**src/rtl/flash_id_uart_report.sv**
```systemverilog
// rtl/flash_id_uart_report.sv - captures a JEDEC ID and reports "HHHHHH OK|NG\r\n" over UART 8N1
module flash_id_uart_report #(
   parameter int          CLK_FREQ = 50_000_000,
   parameter int          BAUD     = 115200,
   parameter logic [23:0] EXP_ID   = 24'hEF4017
) (
   input  logic        sys_clk,
   input  logic        sys_rst,
   input  logic [23:0] flash_id,
   input  logic        valid_id,
   output logic        uart_tx,
   output logic        busy,
   output logic        id_match,
   output logic        done
);
   localparam int               BAUD_DIV = CLK_FREQ / BAUD;
   localparam int               CNT_W    = (BAUD_DIV > 2) ? $clog2(BAUD_DIV) : 1;
   localparam logic [CNT_W-1:0] CNT_LAST = CNT_W'(BAUD_DIV - 1);

   typedef enum logic [2:0] {IDLE, START, DATA, STOP, DONE} state_t;

   state_t           state, state_n;
   logic [CNT_W-1:0] baud_cnt, baud_cnt_n;
   logic [2:0]       bit_idx, bit_idx_n;
   logic [3:0]       byte_idx, byte_idx_n;
   logic             tx_n;
   logic             valid_q;
   logic [23:0]      id_reg;
   logic [7:0]       cur_byte;
   logic             capture;
   logic             bit_end;

   function automatic logic [7:0] hex(input logic [3:0] n);
      return (n <= 4'd9) ? (8'h30 + {4'h0, n}) : (8'h37 + {4'h0, n});
   endfunction

   always_comb begin
      cur_byte = 8'h0A;
      case (byte_idx)
         4'd0:    cur_byte = hex(id_reg[23:20]);
         4'd1:    cur_byte = hex(id_reg[19:16]);
         4'd2:    cur_byte = hex(id_reg[15:12]);
         4'd3:    cur_byte = hex(id_reg[11:8]);
         4'd4:    cur_byte = hex(id_reg[7:4]);
         4'd5:    cur_byte = hex(id_reg[3:0]);
         4'd6:    cur_byte = 8'h20;
         4'd7:    cur_byte = id_match ? 8'h4F : 8'h4E;
         4'd8:    cur_byte = id_match ? 8'h4B : 8'h47;
         4'd9:    cur_byte = 8'h0D;
         default: cur_byte = 8'h0A;
      endcase
   end

   // tx_n is the line level for the next cycle, so uart_tx comes straight from a flop
   always_comb begin
      capture    = (state == IDLE) && valid_id && !valid_q;
      bit_end    = (baud_cnt == CNT_LAST);
      state_n    = state;
      baud_cnt_n = baud_cnt + 1'b1;
      bit_idx_n  = bit_idx;
      byte_idx_n = byte_idx;
      tx_n       = uart_tx;
      case (state)
         IDLE: begin
            baud_cnt_n = '0;
            tx_n       = 1'b1;
            if (capture) begin
               state_n    = START;
               byte_idx_n = 4'd0;
               tx_n       = 1'b0;
            end
         end
         START: begin
            if (bit_end) begin
               state_n    = DATA;
               baud_cnt_n = '0;
               bit_idx_n  = 3'd0;
               tx_n       = cur_byte[0];
            end
         end
         DATA: begin
            if (bit_end) begin
               baud_cnt_n = '0;
               if (bit_idx == 3'd7) begin
                  state_n = STOP;
                  tx_n    = 1'b1;
               end else begin
                  bit_idx_n = bit_idx + 3'd1;
                  tx_n      = cur_byte[bit_idx + 3'd1];
               end
            end
         end
         STOP: begin
            if (bit_end) begin
               baud_cnt_n = '0;
               if (byte_idx < 4'd10) begin
                  state_n    = START;
                  byte_idx_n = byte_idx + 4'd1;
                  tx_n       = 1'b0;
               end else begin
                  state_n = DONE;
                  tx_n    = 1'b1;
               end
            end
         end
         DONE: begin
            state_n    = IDLE;
            baud_cnt_n = '0;
         end
         default: begin
            state_n    = IDLE;
            baud_cnt_n = '0;
            tx_n       = 1'b1;
         end
      endcase
   end

   always_ff @(posedge sys_clk or posedge sys_rst) begin
      if (sys_rst) begin
         state    <= IDLE;
         baud_cnt <= '0;
         bit_idx  <= 3'd0;
         byte_idx <= 4'd0;
         uart_tx  <= 1'b1;
         valid_q  <= 1'b0;
         id_reg   <= 24'd0;
         id_match <= 1'b0;
      end else begin
         state    <= state_n;
         baud_cnt <= baud_cnt_n;
         bit_idx  <= bit_idx_n;
         byte_idx <= byte_idx_n;
         uart_tx  <= tx_n;
         valid_q  <= valid_id;
         if (capture) begin
            id_reg   <= flash_id;
            id_match <= (flash_id == EXP_ID);
         end
      end
   end

   assign busy = (state != IDLE) && (state != DONE);
   assign done = (state == DONE);

endmodule

```
**config.mk**
```make
export PLATFORM = sky130hd
export DESIGN_NAME = flash_id_uart_report
export DESIGN_NICKNAME = d
export VERILOG_FILES = /design/src/rtl/flash_id_uart_report.sv
export SDC_FILE = /design/constraint.sdc
export NUM_CORES = 1
export LEC_CHECK = 0
export ABC_AREA = 1
export BUFFER_PORTS_ARGS = -buffer_cell sky130_fd_sc_hd__buf_4
export CORE_MARGIN = 4
export CORE_UTILIZATION = 55
export CTS_CLUSTER_SIZE = 20
export DETAILED_ROUTE_END_ITERATION = 12
export GPL_TIMING_DRIVEN = 0
export PLACE_DENSITY_LB_ADDON = 0.08
export SYNTH_ARGS = -nofsm -noshare
export SYNTH_HDL_FRONTEND = slang
export SYNTH_SLANG_ARGS = --single-unit
```
**constraint.sdc**
```tcl
create_clock -name sys_clk -period 3 [get_ports sys_clk]
set_clock_uncertainty 0.15 [all_clocks]
set_input_delay 0.6 -clock sys_clk [delete_from_list [all_inputs] [get_ports sys_clk]]
set_output_delay 0.6 -clock sys_clk [all_outputs]
set_load 0.02 [all_outputs]
```
==> flow_summary.ini, run 1 <==
[layout]
drive_above_1_share_pct = 13.6
fin_nets = 539
final_common_cell = nand2_1
syn_to_final_growth_pct = 15.0
final_util_pct = 66.0
antenna_cells = 0
largest_register_ffs = 24
layout_common_cells = nand2_1 (118), inv_1 (69), nor2_1 (51), dfrtp_1 (45)
final_area_sq_um = 3650

[pwr]
leakagePower_nw = 1.96
p_sw_mw = 0.351
p_int_mw = 1.07
seq_power_share_pct = 46.7
sw_frac_of_total_pct = 24.7
power_frac_clock_pct = 40.5
peakVddDrop_mv = 0.275
pwr-share-comb_pct = 12.9
powerDensity_nw_per_um2 = 389

[global_routing]
grt_pass1_vias = 2710
grt_max_degree = 35
grtUsageTotal_pct = 22.5
antenna_found_initial = 0
grt_pass1_wl_um = 12800
overflow = 0

[floorplanning]
core-area_sq_um = 5540
num_io_pins = 31
fp.dieArea_sq_um = 7060
die_w_um = 84
initial_core_util_pct = 57.3
fp.dieH_um = 84
rows = 27

[timing]
setup_viol = 0
relSlewSlack_pct = 63.9
grt_setup_unrepaired = false
worst_pin_slew_ns = 0.542
finalCritPeriodShare_pct = 76.7
fmax_mhz = 435
tns_ns = 0
period_needed_ns = 2.30
hold_viol_final = 0
slew_violations = 0
fin_hold_ws_ns = 0.0847

[placement]
portBuffers = 30
dpl_cell_area_sq_um = 3510
dp_hpwl_um = 6110
gpl.final_weighted_congestion = 0.966

[clock_network]
ctsResizeCount = 0
cts_root_buffer = clkbuf_8
cts_tree = yes
clk_path_buf_depth = 2
cts.clk_slew.worst_paths_ns = 0.09
cts_buffers = 5
clock_sinks = 46
ctsHoldBuffers = 0
cts_setup_buffers = 0
h-tree-depth = 2
insertion_delay_ns = 0.31

[worst_setup_path]
r2r_start = id_reg[20]
crit_start = id_reg[20]
crit_type = reg -> reg
required_ns = 3.09
crit_fanout = 4
crit_arrival_ns = 2.39
crit_path_end_kind = register
start_kind = register

[detailed_routing]
post-route-drc-count = 0
wl_um = 7740
drtIter0Drc = 297
drt-vias-per-instance = 5.32
wl_per_cell_um = 13.7
dr_total_vias = 3003
final_antenna_net_count = 0
first_pass_iters = 5

[synth]
synth_area_leaders = dfrtp_1 (35%), nand2_1 (14%), inv_1 (8.3%)
synthArstFlopShare_pct = 100
synth-edff-count = 0
synthCells = 454
yosys_register_bits = 46
synth.distinct_cells = 36
yosys.area.top_type = dfrtp_1
synth_ff_type = dfrtp_1
ys_warn_count = 0
synth.top_cell.area_share_pct = 35.4
syn_avg_cell_area_sq_um = 7.00
synthesis.nets = 501
yosysSeqAreaShare_pct = 36.3
synth_area_sq_um = 3180

[run_status]
status = completed

[run]
maxCapViolCount = 0

[hold_path]
holdCritPathClass = in -> async
==> final cells by class <==
type	count	area (sq um)
fill	517	1890
buffer	6	32.5
clock inverter	2	60.1
clock buffer	6	82.6
multi-input combinational	328	1710
inverter	74	278
tap	72	90.1
sequential	46	1150
timing repair buffer	31	245
==> cells by family (layout without fill, tap and decap cells) <==
| kind of cell | Yosys count | in the layout | synth area share [%] |
|---|---|---|---|
| AO/OA/AOI/OAI | 66 | 66 | 11.5 |
| adder cells (fa/ha/maj) | 20 | 20 | 7.88 |
| buffers and inverters | 80 | 119 | 9.77 |
| AND/OR/NAND/NOR | 238 | 238 | 33.4 |
| XOR/XNOR | 4 | 4 | 1.10 |
| flip-flops | 46 | 46 | 36.3 |
==> power by group through the flow <==
stage	logic, mW	registers (mW)	clock network (mW)
floorplan	0.115	0.670	0
detailed placement	0.181	0.675	0
global placement	0.173	0.674	0
finish	0.183	0.663	0.575
CTS	0.183	0.662	0.588
global route	0.209	0.666	0.617
==> worst max-delay path: stages (launching register included) <==
cell and delay (ns):
dfrtp_1 0.41, inv_1 0.09, ha_1 0.22, o21ai_0 0.21, nand2_1 0.11, nand2_1 0.13, nand2_1 0.06, o21ai_0 0.07
o21ai_0 0.11, nor2_1 0.23, nand3_1 0.11, nand2_1 0.08, nand2_1 0.05, nand2_1 0.05, nand2_1 0.04, nand2_1 0.07
a21oi_2 0.05
==> layer usage <==
layer | GRT usage (%) | vias to the layer above | share of wire, % | wire length (um)
li1 | - | 1527 | - | -
met1 | 32.8 | 1367 | 47 | 3670
met2 | 34.8 | 100 | 44 | 3420
met3 | 4.54 | 9 | 7.0 | 543
met4 | 4.68 | 0 | 1.4 | 105
met5 | 0 | - | 0 | 0
==> cell usage after synthesis (4+ instances only) <==
cell type and instances:
nand2_1 118, inv_1 70, nor2_1 51, dfrtp_1 45, nand3_1 35, o21ai_0 35
ha_1 20, a21oi_1 19, nor3_1 8, nand4_1 7, nand3_2 4
==> final timing paths <==
path                                     to  slack, ns  cells after the start
worst max-delay path                uart_tx       0.70                     16
worst min-delay path            baud_cnt[7]       0.08                      2
worst max register to register      uart_tx       0.70                     16
worst min register to register  baud_cnt[0]       0.34                      1
max in group asynchronous       byte_idx[0]       2.14                      3
min in group sys_clk                valid_q       0.26                      1
==> metrics by stage <==
step,setup WS (ns),std cells,power [mW]
floorplan,1.06,454,0.785
finish,0.700,565,1.42
global route,0.489,565,1.49
global placement,0.503,556,0.847
detailed placement,0.632,557,0.856
CTS,0.741,565,1.43
(Power assumes the default switching activity.)
==> run 2, diff against run 1 <==
CORE_UTILIZATION = 54   (was 55)
clock period = 2.1 ns   (was 3 ns; I/O delays follow)
==> flow_summary.ini, run 2 (synthesis results as in run 1) <==
[run_status]
status = finished, violations left
violations = setup timing

[floorplanning]
die_w_um = 84.7
core-area_sq_um = 5610
initial_core_util_pct = 56.6
rows = 27
fp.dieH_um = 84.7
num_io_pins = 31
fp.dieArea_sq_um = 7170

[hold_path]
min_to = valid_q
whs_path_depth = 1
holdCritPathClass = in -> reg
hold_path.startpoint = valid_id

[timing]
period_needed_ns = 2.12
setup_viol = 1
hold_viol_final = 0
relSlewSlack_pct = 66.9
tns_ns = -0.0218
fin_hold_ws_ns = 0.0762
setup_slack_ns = -0.0218
fmax_mhz = 471
slew_violations = 0
grt_setup_unrepaired = true
worst_pin_slew_ns = 0.496
finalCritPeriodShare_pct = 101

[layout]
layout_common_cells = nand2_1 (111), inv_1 (56), buf_4 (49), dfrtp_1 (43), nor2_1 (42)
fillers = 437
syn_to_final_growth_pct = 29.7
antenna_cells = 0
drive_above_1_share_pct = 28.7
final_common_cell = nand2_1
final_area_sq_um = 4120
final_util_pct = 73.4
largest_register_ffs = 24
fin_nets = 561

[worst_setup_path]
crit_path_end_kind = register
cpMaxStageDelayCell = dfrtp_1
crit_type = reg -> reg
crit_arrival_ns = 2.21
reg2reg_depth = 14
crit_buf_inv = 2
slowest_delay_ns = 0.43
required_ns = 2.19
r2r_start = byte_idx[0]
worstReg2RegEnd = uart_tx
path_delay_family = simple AND/OR/NAND/NOR gates
crit_fanout = 5
crit_chain = inv_2 -> ha_1 -> nand2_2 -> inv_1 -> a21oi_1 -> nand3_1 -> nor2_2 -> a21oi_1 -> nand2_1 -> nand2_1 -> nand2_1 -> nand2_1 -> nand2_1 -> a21oi_2
rrSetupSlack_ns = -0.02
path_common_cell = nand2_1
start_kind = register

[global_routing]
grt_max_degree = 35
antenna_found_initial = 0
grtUsageTotal_pct = 22.0
grt_pass1_wl_um = 12900
grt_pass1_vias = 2898
overflow = 0

[detailed_routing]
dr_total_vias = 3241
wl_um = 8820
drtIter0Drc = 269
post-route-drc-count = 0
wl_per_cell_um = 15.0
final_antenna_net_count = 0
first_pass_iters = 6
drt-vias-per-instance = 5.52

[clock_network]
h-tree-depth = 2
cts_buffers = 5
clock_sinks = 46
cts_root_buffer = clkbuf_8
cts_tree = yes
clk_path_buf_depth = 2
cts.clk_slew.worst_paths_ns = 0.09
insertion_delay_ns = 0.30

[placement]
dp_hpwl_um = 6110
portBuffers = 30
dpl_cell_area_sq_um = 3510
pre_cts_ws_ns = -0.158
gpl.final_weighted_congestion = 0.999

[pwr]
power_frac_clock_pct = 34.4
powerDensity_nw_per_um2 = 482
sw_frac_of_total_pct = 28.2
p_int_mw = 1.42
leakagePower_nw = 2.06
p_sw_mw = 0.561
seq_power_share_pct = 47.9
pwr-share-comb_pct = 17.7
peakVddDrop_mv = 0.321

[run]
maxCapViolCount = 0
run 2: how the worst max path moves through the flow:
stage                 from        end  slack, ns  depth (start not counted)
6_report       byte_idx[0]    uart_tx      -0.02                         14
5_1_grt          id_reg[8]    uart_tx      -0.12                         16
4_1_cts         id_reg[20]    uart_tx      -0.12                         16
3_5_place_dp    id_reg[12]    uart_tx      -0.16                         17
3_3_place_gp       sys_rst  id_reg[8]      -0.21                          2
2_1_floorplan   id_reg[12]    uart_tx       0.16                         17
run 2: worst reg2reg max path, stage by stage (launching register included):
cell     delay, ns
dfrtp_1       0.43
inv_2         0.09
ha_1          0.25
nand2_2       0.16
inv_1         0.08
a21oi_1       0.22
nand3_1       0.12
nor2_2        0.16
a21oi_1       0.08
nand2_1       0.06
nand2_1       0.05
nand2_1       0.05
nand2_1       0.05
nand2_1       0.07
a21oi_2       0.05
run 2: final cells by class:
type,instances,area (sq um),share of cell area [%]
clock buffer,5,68.8,1.67
timing repair buffer,53,429,10.4
multi-input combinational,328,2010,48.9
tap,72,90.1,2.19
inverter,74,280,6.80
buffer,6,36.3,0.881
sequential,46,1150,28.0
clock inverter,3,45.0,1.09
run 2: metrics by stage:
| stage | std cells | power, mW |
|---|---|---|
| 4_1_cts | 566 | 1.89 |
| 3_5_place_dp | 557 | 1.22 |
| 5_1_grt | 587 | 2.07 |
| 6_report | 587 | 1.98 |
| 2_1_floorplan | 454 | 1.12 |
| 3_3_place_gp | 556 | 1.21 |
run 2: repair_timing:
item / in CTS / in global routing
hold buffers: 1 / 0
pin swaps: 0 / 23
endpoints found under the setup margin: 11 / 32
buffers inserted: 0 / 21
gates resized for setup: 2 / 89
hold endpoints to repair: 11 / 0
run 2: power by group through the flow:
| stage | clock network (mW) | registers (mW) | logic, mW |
|---|---|---|---|
| final | 0.682 | 0.951 | 0.352 |
| after global routing | 0.726 | 0.955 | 0.389 |
| after CTS | 0.683 | 0.945 | 0.263 |
| after detailed placement | 0 | 0.963 | 0.260 |
| after global placement | 0 | 0.963 | 0.248 |
| after floorplan | 0 | 0.957 | 0.164 |
run 2: per-layer routing:
layer | wire length, um | vias to the layer above | GRT usage [%]
li1 | - | 1576 | -
met1 | 3960 | 1531 | 32.1
met2 | 4250 | 115 | 34.6
met3 | 463 | 19 | 3.53
met4 | 143 | 0 | 4.75
met5 | 0 | - | 0
==> run 3, diff against run 2 <==
ABC_AREA = unset   (was 1)
==> flow_summary.ini, run 3 <==
[worst_setup_path]
crit_chain = ha_2 -> or3b_4 -> a2111oi_4 -> a2111oi_4 -> a311o_1 -> a41oi_2 -> a211oi_1 -> o21ai_1
crit_arrival_ns = 2.51
cpMaxStageDelayCell = dfrtp_2
path_common_cell = a2111oi_4
crit_fanout = 5
required_ns = 2.18
start_kind = register
crit_type = reg -> reg
crit_path_end_kind = register
slowest_delay_ns = 0.45

[synth]
synth_area_sq_um = 3160
synthCells = 364
synth.top_cell.area_share_pct = 35.6
yosys.area.top_type = dfrtp_1
yosysSeqAreaShare_pct = 36.4
synth-edff-count = 0
yosys_register_bits = 46
synth_ff_type = dfrtp_1
synth.most_common_cell = dfrtp_1
synthesis.nets = 411
synth.distinct_cells = 64
ys_warn_count = 0
synth_commonest_cells = dfrtp_1 (45), nand2_1 (38), o21ai_0 (32)
synthArstFlopShare_pct = 100
syn_avg_cell_area_sq_um = 8.69
synth_area_leaders = dfrtp_1 (36%), ha_1 (7.9%), o21ai_0 (5.1%)

[placement]
dp_hpwl_um = 6130
gpl.final_weighted_congestion = 0.932
portBuffers = 30
dp_cells = 467

[detailed_routing]
drtIter0Drc = 245
first_pass_iters = 5
wl_per_cell_um = 16.9
met2_length_um = 3650
post-route-drc-count = 0
met3WireLength_um = 444
final_antenna_net_count = 0
drt-vias-per-instance = 5.95
dr_total_vias = 2879
top_layer = met4
wl_met1_um = 3890
wl_um = 8160

[layout]
final_util_pct = 69.7
largest_register_ffs = 24
layout_common_cells = buf_4 (42), dfrtp_1 (40), nand2_1 (37), o21ai_0 (29), inv_1 (24)
syn_to_final_growth_pct = 23.6
drive_above_1_share_pct = 28.2
layout.cells.non_filler = 484
final_common_cell = buf_4
antenna_cells = 0
fin_nets = 458

[global_routing]
grt_pass1_vias = 2813
antenna_found_initial = 0
grtUsageTotal_pct = 24.0
grt_pass1_wl_um = 13800
overflow = 0
grt_max_degree = 25

[run_status]
violations = setup timing
status = finished, violations left

[timing]
grt_setup_unrepaired = true
fmax_mhz = 411
hold_viol_final = 0
finalCritPeriodShare_pct = 116
slew_violations = 0
relSlewSlack_pct = 64.6
setup_slack_ns = -0.331
setup_viol = 1
worst_pin_slew_ns = 0.524
period_needed_ns = 2.43

[floorplanning]
fp.dieArea_sq_um = 7140
fp.dieH_um = 84.5
die_w_um = 84.5
initial_core_util_pct = 56.4
rows = 27
num_io_pins = 31
core-area_sq_um = 5610

[clock_network]
h-tree-depth = 2
insertion_delay_ns = 0.30
cts_root_buffer = clkbuf_8
cts_tree = yes
cts_buffers = 5
clk_path_buf_depth = 2
clock_sinks = 46
cts.clk_slew.worst_paths_ns = 0.09
ctsHoldBuffers = 0

[run]
maxCapViolCount = 0

[pwr]
peakVddDrop_mv = 0.577
powerDensity_nw_per_um2 = 1020
leakagePower_nw = 1.68

[hold_path]
holdCritPathClass = in -> async
[run 3: cell types whose count changed after synthesis, moves of 5 or more]
cell	change
nand2b_1	+5
xnor2_1	+10
or2_2	+5
nor2b_1	+6
and3_1	+5
inv_1	-43
nor2_1	-25
nand3_1	-28
nand2_1	-80
o21bai_1	+5
mux2_2	+8
buf_2	+5
[run 3: report_power, final]
group          switching, mW  internal, mW  total [mW]
Clock                  0.305         0.355       0.660
Combinational           1.02         0.824        1.85
Sequential             0.299          1.16        1.46
Total                   1.63          2.34        3.97
[run 3: cells by family after synthesis]
kind of cell	share of synthesized area [%]
XOR/XNOR	3.88
multiplexers	3.17
flip-flops	36.4
adder cells (fa/ha/maj)	7.91
buffers and inverters	5.14
AND/OR/NAND/NOR	22.2
AO/OA/AOI/OAI	21.3
[run 3: worst paths after layout]
path / end / slack, ns / startpoint / cells past startpoint
worst min-delay path: baud_cnt[0] / 0.007 / sys_rst / 2
min in group sys_clk: valid_q / 0.08 / valid_id / 1
worst min register to register: baud_cnt[0] / 0.34 / baud_cnt[0] / 1
worst max-delay path: uart_tx / -0.33 / byte_idx[0] / 8
max in group asynchronous: id_reg[8] / 1.28 / sys_rst / 3
worst max register to register: uart_tx / -0.33 / byte_idx[0] / 8
[run 3: worst max-delay path, delay by kind of cell (launching register included)]
kind / cells / cell delay, ns
and+or+nand+nor: 1 / 0.44
DFF: 1 / 0.45
AOI/OAI and AO/OA: 6 / 1.08
adders and majority gates: 1 / 0.25
[run 3: layout make-up]
class / count / area, sq um
buffer: 12 / 78.8
clock buffer: 6 / 72.6
clock inverter: 2 / 37.5
fill: 466 / 1700
inverter: 27 / 101
multi-input combinational: 279 / 2050
sequential: 46 / 1160
tap: 72 / 90.1
timing repair buffer: 40 / 320
[run 3: metrics by stage]
step	TNS (ns)	hold slack [ns]	power, mW	cell area, sq um	setup slack (ns)
after floorplan	-0.0434	0.301	2.62	3210	-0.0434
after global placement	-11.84	0.316	3.03	3530	-0.511
after detailed placement	-3.62	0.332	3.08	3560	-0.485
after CTS	-0.268	0.0182	3.88	3790	-0.268
after global routing	-0.379	0.0471	4.32	3910	-0.379
final	-0.331	0.00727	3.97	3910	-0.331
[run 3: what timing repair did]
action | 4_1_cts | 5_1_grt
gates resized for setup | 16 | 23
pin swaps | 6 | 5
buffers inserted | 8 | 1
endpoints found under the setup margin | 22 | 18
[run 3: layer usage]
layer	GRT usage (%)	vias up
met4	5.90	0
met2	36.7	81
li1	-	1407
met3	4.51	15
met1	35.3	1376
met5	0	-
